File: config.mk
export PLATFORM = sky130hd
export DESIGN_NAME = overlay_fetch
export DESIGN_NICKNAME = d
export VERILOG_FILES = /design/src/rtl/overlay_fetch.sv
export SDC_FILE = /design/constraint.sdc
export NUM_CORES = 1
export LEC_CHECK = 0
export ABC_AREA = 0
export CAP_MARGIN = 40
export CELL_PAD_IN_SITES_DETAIL_PLACEMENT = 0
export CELL_PAD_IN_SITES_GLOBAL_PLACEMENT = 1
export CORE_MARGIN = 2
export CORE_UTILIZATION = 35
export DETAILED_ROUTE_END_ITERATION = 8
export PLACE_DENSITY_LB_ADDON = 0.1
export SYNTH_ARGS = -nofsm -noshare
export SYNTH_HDL_FRONTEND = slang
export SYNTH_SLANG_ARGS = --single-unit
File: constraint.sdc
create_clock -name clk -period 4.23 [get_ports clk]
set_input_delay 1.269 -clock clk [delete_from_list [all_inputs] [get_ports clk]]
set_output_delay 1.269 -clock clk [all_outputs]
set_load 0.01 [all_outputs]
File: src/rtl/overlay_fetch.sv
// Overlay pixel prefetcher: streams pixel words from memory into a small FIFO
// and pops one word per active pixel onto registered ovl_* outputs.
module overlay_fetch #(
    parameter int ADDR_W     = 25,
    parameter int FIFO_DEPTH = 8,
    parameter int CH_W       = 4
) (
    input  logic              clk,
    input  logic              reset,
    input  logic              enable,
    input  logic              ce_pix,
    input  logic              hblank,
    input  logic              vblank,
    input  logic              vsync,
    input  logic [1:0]        step,
    output logic              mem_req,
    output logic [ADDR_W-1:0] mem_addr,
    input  logic              mem_valid,
    input  logic [4*CH_W-1:0] mem_data,
    output logic [CH_W-1:0]   ovl_r,
    output logic [CH_W-1:0]   ovl_g,
    output logic [CH_W-1:0]   ovl_b,
    output logic [CH_W-1:0]   ovl_a,
    output logic              underrun
);
    localparam int PW = $clog2(FIFO_DEPTH);
    localparam int CW = PW + 1;
    localparam int DW = 4 * CH_W;
    localparam logic [CW-1:0] DEPTH_C = CW'(FIFO_DEPTH);

    logic [DW-1:0]     fifo_q [FIFO_DEPTH];
    logic [PW-1:0]     rd_ptr_q, rd_ptr_d, wr_ptr_q, wr_ptr_d;
    logic [CW-1:0]     count_q, count_d;
    logic              outst_q, outst_d, stale_q, stale_d, vs_prev_q, vs_prev_d;
    logic [ADDR_W-1:0] next_addr_q, next_addr_d, mem_addr_q, mem_addr_d, stride_inc;
    logic [1:0]        stride_q, stride_d;
    logic              mem_req_q, mem_req_d, underrun_q, underrun_d;
    logic [DW-1:0]     ovl_q, ovl_d;
    logic              frame_start, flush, active, empty, rsp, wr, pop, issue;

    always_comb begin
        frame_start = ce_pix & vsync & ~vs_prev_q;
        flush       = frame_start | ~enable;
        active      = ce_pix & ~hblank & ~vblank;
        empty       = (count_q == '0);
        rsp         = mem_valid & outst_q;
        wr          = rsp & ~stale_q & ~flush;
        pop         = active & ~flush & ~empty;
        // a full FIFO blocks issue, so a write can never land on a full FIFO
        issue       = enable & ~outst_q & (count_q < DEPTH_C) & ~flush;
        case (stride_q)
            2'd1:    stride_inc = ADDR_W'(4);
            2'd2:    stride_inc = ADDR_W'(8);
            default: stride_inc = ADDR_W'(2);
        endcase
    end

    always_comb begin
        rd_ptr_d    = rd_ptr_q + PW'(pop);
        wr_ptr_d    = wr_ptr_q + PW'(wr);
        count_d     = count_q + CW'(wr) - CW'(pop);
        outst_d     = outst_q;
        stale_d     = stale_q;
        next_addr_d = next_addr_q;
        stride_d    = stride_q;
        vs_prev_d   = ce_pix ? vsync : vs_prev_q;
        mem_req_d   = issue;
        mem_addr_d  = issue ? next_addr_q : mem_addr_q;
        ovl_d       = ovl_q;
        underrun_d  = underrun_q;
        if (rsp) begin
            outst_d = 1'b0;
            stale_d = 1'b0;
        end
        if (issue) begin
            outst_d     = 1'b1;
            next_addr_d = next_addr_q + stride_inc;
        end
        if (flush) begin
            rd_ptr_d = '0;
            wr_ptr_d = '0;
            count_d  = '0;
            if (outst_q & ~rsp) stale_d = 1'b1;
        end
        if (frame_start) begin
            next_addr_d = '0;
            stride_d    = step;
            underrun_d  = 1'b0;
        end
        // flush wins over a same-cycle pop: the pixel shows 0 and no underrun is flagged
        if (~enable | (ce_pix & (hblank | vblank))) begin
            ovl_d = '0;
        end else if (active) begin
            ovl_d = (frame_start | empty) ? '0 : fifo_q[rd_ptr_q];
            if (~frame_start & empty) underrun_d = 1'b1;
        end
    end

    always_ff @(posedge clk or posedge reset) begin
        if (reset) begin
            rd_ptr_q    <= '0;
            wr_ptr_q    <= '0;
            count_q     <= '0;
            outst_q     <= 1'b0;
            stale_q     <= 1'b0;
            vs_prev_q   <= 1'b0;
            next_addr_q <= '0;
            stride_q    <= 2'd0;
            mem_req_q   <= 1'b0;
            mem_addr_q  <= '0;
            ovl_q       <= '0;
            underrun_q  <= 1'b0;
        end else begin
            rd_ptr_q    <= rd_ptr_d;
            wr_ptr_q    <= wr_ptr_d;
            count_q     <= count_d;
            outst_q     <= outst_d;
            stale_q     <= stale_d;
            vs_prev_q   <= vs_prev_d;
            next_addr_q <= next_addr_d;
            stride_q    <= stride_d;
            mem_req_q   <= mem_req_d;
            mem_addr_q  <= mem_addr_d;
            ovl_q       <= ovl_d;
            underrun_q  <= underrun_d;
        end
    end

    always_ff @(posedge clk) begin
        if (wr) fifo_q[wr_ptr_q] <= mem_data;
    end

    assign mem_req  = mem_req_q;
    assign mem_addr = mem_addr_q;
    assign underrun = underrun_q;
    assign ovl_r    = ovl_q[CH_W-1:0];
    assign ovl_g    = ovl_q[2*CH_W-1:CH_W];
    assign ovl_b    = ovl_q[3*CH_W-1:2*CH_W];
    assign ovl_a    = ovl_q[4*CH_W-1:3*CH_W];
endmodule

Word level (Yosys, flattened, before mapping). Memories as Yosys holds them, arrays and structs flattened. Index checks and enable logic that the tools add are counted.

Flip-flop bits (word level): 83. Bits in latches: 0. Memory bits (writable): 128. Bits in read-only memories: 0. Input port bits: 26. Logic and storage cells: 74. Memories kept: 1.

$add $sub $neg: 5. Multiply operators: 0. Divide/modulo/power cells: 0. Order comparisons: 1. Equal/unequal tests: 2. Shift operators: 0. Mux-type cells: 20. Bitwise operators: 29. Reduce and logical (&&, ||, !) cells: 4.

Memory list: fifo_q (words 8, width 16, read ports 1, clocked after memory_dff 0, write ports 1, RTL line 31) `logic [DW-1:0] fifo_q [FIFO_DEPTH];`.

Operator list (count): $mux 25 (2); $mux 16 (3); $add 25x25->25 (1); $and 1x1->1 (15); $mux 1 (11); $not 1->1 (10); $pmux 4 s2 (1); $add 3x1->3 (2); $mux 3 (2); $reduce_bool 2->1 (3); $add 4x1->4 (1); $logic_not 4->1 (1); $lt 4x4->1 const B (1); $mux 4 (1); $or 1x1->1 (4); $sub 4x1->4 (1); $eq 2x1->1 const B (1); $eq 2x2->1 const B (1).

Longest topological paths before layout. Gate-level depths: netlist of the first run.

Word-level depth: 8. Gate-level depth with buffers: 12.

Worst setup path before layout of the first run. Ideal clock, no wire load.

Path type: in2reg. Start: input vsync. End: memory fifo_q[0][0] (netlist bit) (enable). Setup time: 430 ps. Data arrival time: 3482 ps. Data required time: 3800 ps. Path slack: 317 ps. Cell stages on the path: 4. Path buffers: 0. Path through: nand3b_4 nand2_2 or3_4 nor4_1.

Longest elaborated chain between the ends: 7.

RTL lines: start, declared (RTL line 14) `input logic vsync,`; $and 1x1->1 (2 in series) (RTL line 42) `frame_start = ce_pix & vsync & ~vs_prev_q;`; $or 1x1->1 (RTL line 43) `flush = frame_start | ~enable;`; $not 1->1 (RTL line 47) `wr = rsp & ~stale_q & ~flush;`; $and 1x1->1 (RTL line 47); $mux 1 (RTL line 130) `if (wr) fifo_q[wr_ptr_q] <= mem_data;`; $mux 1 (not written as such) (RTL line 130); end, declared (RTL line 31).

No other way between the ends.

Worst setup path after layout of the first run.
Start: input ce_pix. End: register count_q[2].

Longest elaborated chain between the ends: 8. Elaborated cells on any way between the ends: 12. Those cells by class: add/sub: 2; mux: 1; bitwise: 9.

RTL lines: start, declared (RTL line 11) `input logic ce_pix,`; $and 1x1->1 (2 in series) (RTL line 42); $or 1x1->1 (RTL line 43); $not 1->1 (RTL line 47, 48); $and 1x1->1 (on tied branches) (RTL line 47, 48); $add 4x1->4 / $and 1x1->1 (equally long branches) (RTL line 61, 48); $sub 4x1->4 (RTL line 61) `count_d = count_q + CW'(wr) - CW'(pop);`; $mux 4 (*) (RTL line 79) `if (flush) begin`; named net count_d[2] (RTL line 33) `logic [CW-1:0] count_q, count_d;`; end signal, assigned (RTL line 116) `count_q <= count_d;`; end, declared (RTL line 33).

The timed path passes the listed nets; every way through them passes the cells marked *. A chain may end at the register's enable or synchronous reset.

==> results of run 1 <==
-- logic make-up after synthesis --
logic type | count (synthesis) | synth area share
AO/OA/AOI/OAI | 53 | 0.0341
multiplexers | 58 | 0.114
buffers and inverters | 40 | 0.0208
flip-flops | 209 | 0.684
AND/OR/NAND/NOR | 186 | 0.116
XOR/XNOR | 8 | 0.00816
adder cells (fa/ha/maj) | 14 | 0.0222
other | 1 | 0.000437
-- area by class of cell --
cell class                 instances  area (µm²)
clock inverter                    10        83.8
clock buffer                      32         661
multi-input combinational        320        2560
inverter                          13        50.0
tap                              324         405
timing repair buffer              88         852
fill                            2152       13700
sequential                       209        5870
-- metal layers --
metal / wire length [µm] / GRT usage / part of all wire
met4: 287 / 0.0348 / 0.016
met3: 722 / 0.0274 / 0.040
met2: 8960 / 0.251 / 0.49
met5: 13 / 0 / 0.00071
met1: 8290 / 0.197 / 0.45
-- power by group through the flow --
stage	Combinational, µW	Clock, µW	Sequential, µW
3_3_place_gp	352	0	2320
4_1_cts	367	2010	2290
6_report	357	1950	2290
5_1_grt	406	2100	2290
2_1_floorplan	202	0	2330
3_5_place_dp	365	0	2330
-- worst max path at each step --
stage                               to  depth (start not counted)
final                       count_q[2]                         11
after global routing        count_q[2]                         11
after CTS                   count_q[2]                         11
after detailed placement    count_q[2]                         11
after global placement      count_q[2]                         11
after floorplan           fifo_q[0][0]                          4
-- worst max-delay path: cells and delay by family --
family / cells / cell delay, ps
adder cells (fa/ha/maj): 2 / 590
XOR/XNOR: 1 / 160
AND/OR/NAND/NOR: 6 / 950
buffers and inverters: 2 / 620
-- metrics by stage --
step,power [µW],util,worst slack (ps)
6_report,4590,0.434,1030
5_1_grt,4800,0.434,900
4_1_cts,4660,0.434,1020
3_5_place_dp,2690,0.403,475
3_3_place_gp,2680,0.401,568
2_1_floorplan,2530,-,317
-- flip-flops by register name (all words and copies together) (netlist names), 2 cells and up --
signal,count
rd_ptr_q,3
wr_ptr_q,3
count_q,4
mem_addr,24
ovl_q,16
stride_q,2
next_addr_q,24
fifo_q,128
-- placed cells by master (no fill, tap or decap), types with 3 or more instances in the layout --
cell type        count
o31ai_1              6
clkdlybuf4s50_1     67
mux4_2              32
dfrtp_1             79
nor3_2               4
inv_1               11
nor2_1              11
nand2b_1             6
clkbuf_1             5
and4_1               3
o21ai_0             29
or3_1                4
ha_1                12
nand3_1              7
mux2i_1             25
clkinv_1             4
and3_1               6
clkbuf_16           24
a21oi_1             14
clkinv_2             4
buf_4               19
nand4_1              4
edfxtp_1           128
or4_1                6
clkbuf_8             3
xnor2_1              8
nand2_1            107
nor4_2               5
nor3_1               3
==> flow_summary.toml, run 1 <==
[placement]
placed_cells = 954
globalplace.congestion = 0.743
dpl_cell_area_um2 = 9740
dp_hpwl_mm = 11.3
port_buffers = 67

[power]
seqPwrFrac = 0.498
comb_power_share = 0.078
power.switching_uw = 1040
swShare = 0.227
p_leak_uw = 0.00386
intPower_uw = 3550
pwr-share-clk = 0.425
p_per_area_nw_per_um2 = 438
irDropWorstVdd_mv = 0.260

[sta]
final-setup-viol-count = 0
finalHoldViolations = 0
fmax_mhz = 312
final.setup.tns_ps = 0
period_share = 0.757
slew_violations = 0
clock-skew-final_ps = 20.1
rsz0062_at_grt = "false"
relSlewSlack = 0.498
hold-worst-slack_ps = 470
worst_pin_slew_ps = 754
period_needed_ps = 3200

[grt]
grt_pass1_wl_mm = 29.5
grtUsageTotal = 0.147
grt_start_max_net_pins = 32
antenna_found_initial = 1
grt_pass1_vias = 5165
gr-total-overflow = 0

[die]
coreArea_um2 = 24200
dieArea_um2 = 25800
rows = 57
start_util = 0.355
die_h_um = 161
io_pins = 69
die_w_um = 161

[routing]
dr.pass1.iters = 4
wirelength_mm = 18.3
via_per_inst = 4.88
dr.first_iter.drc_count = 335
avgRoutedWirePerCell_um = 18.3
drc_errors = 0
vias = 4860
ant_nets = 0

[yosys]
syn_nets = 609
async_flop_share = 0.388
ys_seq_area_frac = 0.684
synth_most_common_cell = "edfxtp_1"
synth_top_cell_by_area = "edfxtp_1"
syn_inst = 569
synth_top_area_share = 0.448
synth_flop_cell = "edfxtp_1"
synth-edff-count = 128
synth_cell_types = 50
syn_avg_cell_area_um2 = 15.1
synth_area_leaders = "edfxtp_1 45%, dfrtp_1 24%, mux4_2 8.4%, nand2_1 4.7%, mux2i_1 2.9%"
synthTopCellsByCount = "128 x edfxtp_1, 107 x nand2_1, 81 x dfrtp_1"
synthesis.area_um2 = 8580
ys_seq_elements = 209
yosys_warnings = 0

[worst_hold_path]
min_to = "mem_addr[24]"
hold_path_depth = 2
min_from = "mem_addr[24]"
hp-class = "flop to flop"

[run_status]
status = "finished, final reports clean"

[layout]
fin_area_um2 = 10500
diodes = 0
fin_nets = 696
drive_above_1_share = 0.170
area_delta_synth_final_pct = 22.2
instances_no_fill = 996

[clock_network]
hold_buffers = 0
clkSinkCount = 209
clockBufferDepth = 3
clk_latency_ps = 520
cts.clk_slew.worst_paths_ps = 50
cts-root-buf = "clkbuf_16"
htree_levels = 1
post-cts-setup-buffer-count = 0
cts_made_buffers = 24
cts_tree = "done"
post_cts_resized = 0

[setup_path]
cp-end-kind = "flop"
crit_chain = "clkdlybuf4s50_1 > nand3b_4 > nand2_2 > or3_4 > inv_2 > or2_2 > nand2_1 > ha_1 > fa_1 > xnor2_1 > nor2_1"
cp_slowest_cell = "clkdlybuf4s50_1"
worstPathArrival_ps = 3600
crit_fanout = 7
ff2ff_path_depth = 10
max_stage_delay_ps = 520
rrSetupSlack_ps = 1870
r2r-end = "count_q[1]"
required_ps = 4620
critPathLaunch = "ce_pix"
crit_path_start_kind = "input pin"
crit_type = "input pin to flop"
r2r_start = "count_q[3]"

[run]
max_cap_viol_count = 0
Power figures use the tool's default switching activity.
==> run 2: changes to the inputs <==
==> constraint.sdc (replaced) <==
create_clock -name clk -period 2.7 [get_ports clk]
set_input_delay 0.81 -clock clk [delete_from_list [all_inputs] [get_ports clk]]
set_output_delay 0.81 -clock clk [all_outputs]
set_load 0.01 [all_outputs]
==> flow_summary.toml, run 2 (synthesis gave the netlist of run 1 again) <==
[clock_network]
clockBufferDepth = 3
post-cts-setup-buffer-count = 0
clkSinkCount = 209
cts_made_buffers = 25
htree_levels = 1
hold_buffers = 0
cts-root-buf = "clkbuf_16"
cts_tree = "done"
cts.clk_slew.worst_paths_ps = 60
clk_latency_ps = 520
post_cts_resized = 0

[layout]
regMostFlops = "fifo_q"
fill_cells = 2140
instances_no_fill = 1009
largest_reg_flops = 128
fin_area_um2 = 10700
area_delta_synth_final_pct = 24.7
fin_nets = 707
drive_above_1_share = 0.185
layout_commonest_cell = "edfxtp_1"
diodes = 0
final_cell_mix = "128 x edfxtp_1, 107 x nand2_1, 80 x dfrtp_1"

[worst_hold_path]
hp-class = "flop to flop"
min_to = "mem_addr[6]"
hold_path_depth = 2
min_from = "mem_addr[6]"

[setup_path]
ff2ff_path_depth = 9
r2r_start = "count_q[3]"
rrSetupSlack_ps = 480
r2r-end = "count_q[1]"
cp_slowest_cell = "clkdlybuf4s50_1"
required_ps = 3110
crit_fanout = 4
max_stage_delay_ps = 500
crit_path_start_kind = "input pin"
cp-end-kind = "flop"
worstPathArrival_ps = 2960
crit_chain = "clkdlybuf4s50_1 > nand3b_4 > nand2_2 > or3_4 > inv_2 > or2_2 > nand2_1 > ha_1 > fa_1 > xnor2_1 > nor2_1"
crit_type = "input pin to flop"

[grt]
grt_start_max_net_pins = 82
antenna_found_initial = 1
gr-total-overflow = 0
grt_pass1_vias = 5095
grt_pass1_wl_mm = 28.9
grtUsageTotal = 0.144

[power]
p_leak_uw = 0.00394
swShare = 0.229
power.switching_uw = 1660
comb_power_share = 0.082
seqPwrFrac = 0.495
intPower_uw = 5570
p_per_area_nw_per_um2 = 676
pwr-share-clk = 0.423
irDropWorstVdd_mv = 0.432

[die]
io_pins = 69
start_util = 0.355
rows = 57
coreArea_um2 = 24200
die_w_um = 161
dieArea_um2 = 25800
die_h_um = 161

[routing]
via_per_inst = 4.81
dr.pass1.iters = 4
wirelength_mm = 17.7
avgRoutedWirePerCell_um = 17.5
drc_errors = 0
dr.first_iter.drc_count = 273
ant_nets = 0
vias = 4854

[sta]
final.setup.tns_ps = 0
finalHoldViolations = 0
final-setup-viol-count = 0
slew_violations = 0
period_share = 0.946
clock-skew-final_ps = 11.9
rsz0062_at_grt = "false"
period_needed_ps = 2550
fmax_mhz = 392

[placement]
dp_hpwl_mm = 10.9
globalplace.congestion = 0.714
port_buffers = 67
dpl_cell_area_um2 = 9950
placed_cells = 964

[run]
max_cap_viol_count = 0

[run_status]
status = "finished, final reports clean"
-- run 2: changes by cell type in the layout (fill, tap and decap cells not counted), moves of 2 or more --
cell	delta
nor2_1	-3
nor2_2	+3
buf_12	+11
clkbuf_1	+2
-- run 2: how the worst max path moves through the flow --
| stage | start | end | cells after the start |
|---|---|---|---|
| floorplan | vsync | fifo_q[2][0] | 4 |
| global placement | ce_pix | count_q[2] | 11 |
| detailed placement | ce_pix | count_q[2] | 11 |
| CTS | ce_pix | count_q[2] | 11 |
| global route | ce_pix | count_q[2] | 11 |
| finish | ce_pix | count_q[2] | 11 |
-- run 2: power by group through the flow --
stage	combinational, µW	clock (µW)	sequential, µW
finish	594	3060	3580
global placement	603	0	3640
floorplan	317	0	3650
CTS	613	3170	3580
detailed placement	609	0	3650
global route	674	3300	3590
-- run 2: final cells by class --
| cell class | count | area (µm²) | area share |
|---|---|---|---|
| Clock buffer | 35 | 693 | 0.0648 |
| Timing Repair Buffer | 98 | 1040 | 0.0973 |
| Inverter | 13 | 52.6 | 0.00491 |
| Multi-Input combinational cell | 320 | 2570 | 0.241 |
| Clock inverter | 10 | 62.6 | 0.00585 |
| Tap cell | 324 | 405 | 0.0379 |
| Sequential cell | 209 | 5870 | 0.549 |
-- run 2: worst max-delay path: cells and delay by family --
family / cells / cell delay, ps
buf+inv: 2 / 570
xor+xnor: 1 / 170
fa+ha+maj: 2 / 590
simple gates: 6 / 810
-- run 2: metrics by stage --
stage	utilization	worst slack (ps)	power, µW	hold WS, ps
5_1_grt	0.443	24.6	7570	490
3_3_place_gp	0.411	-289	4240	457
4_1_cts	0.443	151	7360	475
2_1_floorplan	-	-343	3960	452
6_report	0.443	146	7230	468
3_5_place_dp	0.411	-384	4250	462
-- run 2: layer usage --
layer,vias to the layer above,track usage,part of all wire
met1,2430,0.182,0.44
met2,81,0.257,0.51
met5,-,0,0.00062
met3,25,0.0271,0.035
met4,2,0.0311,0.017
li1,2316,-,-
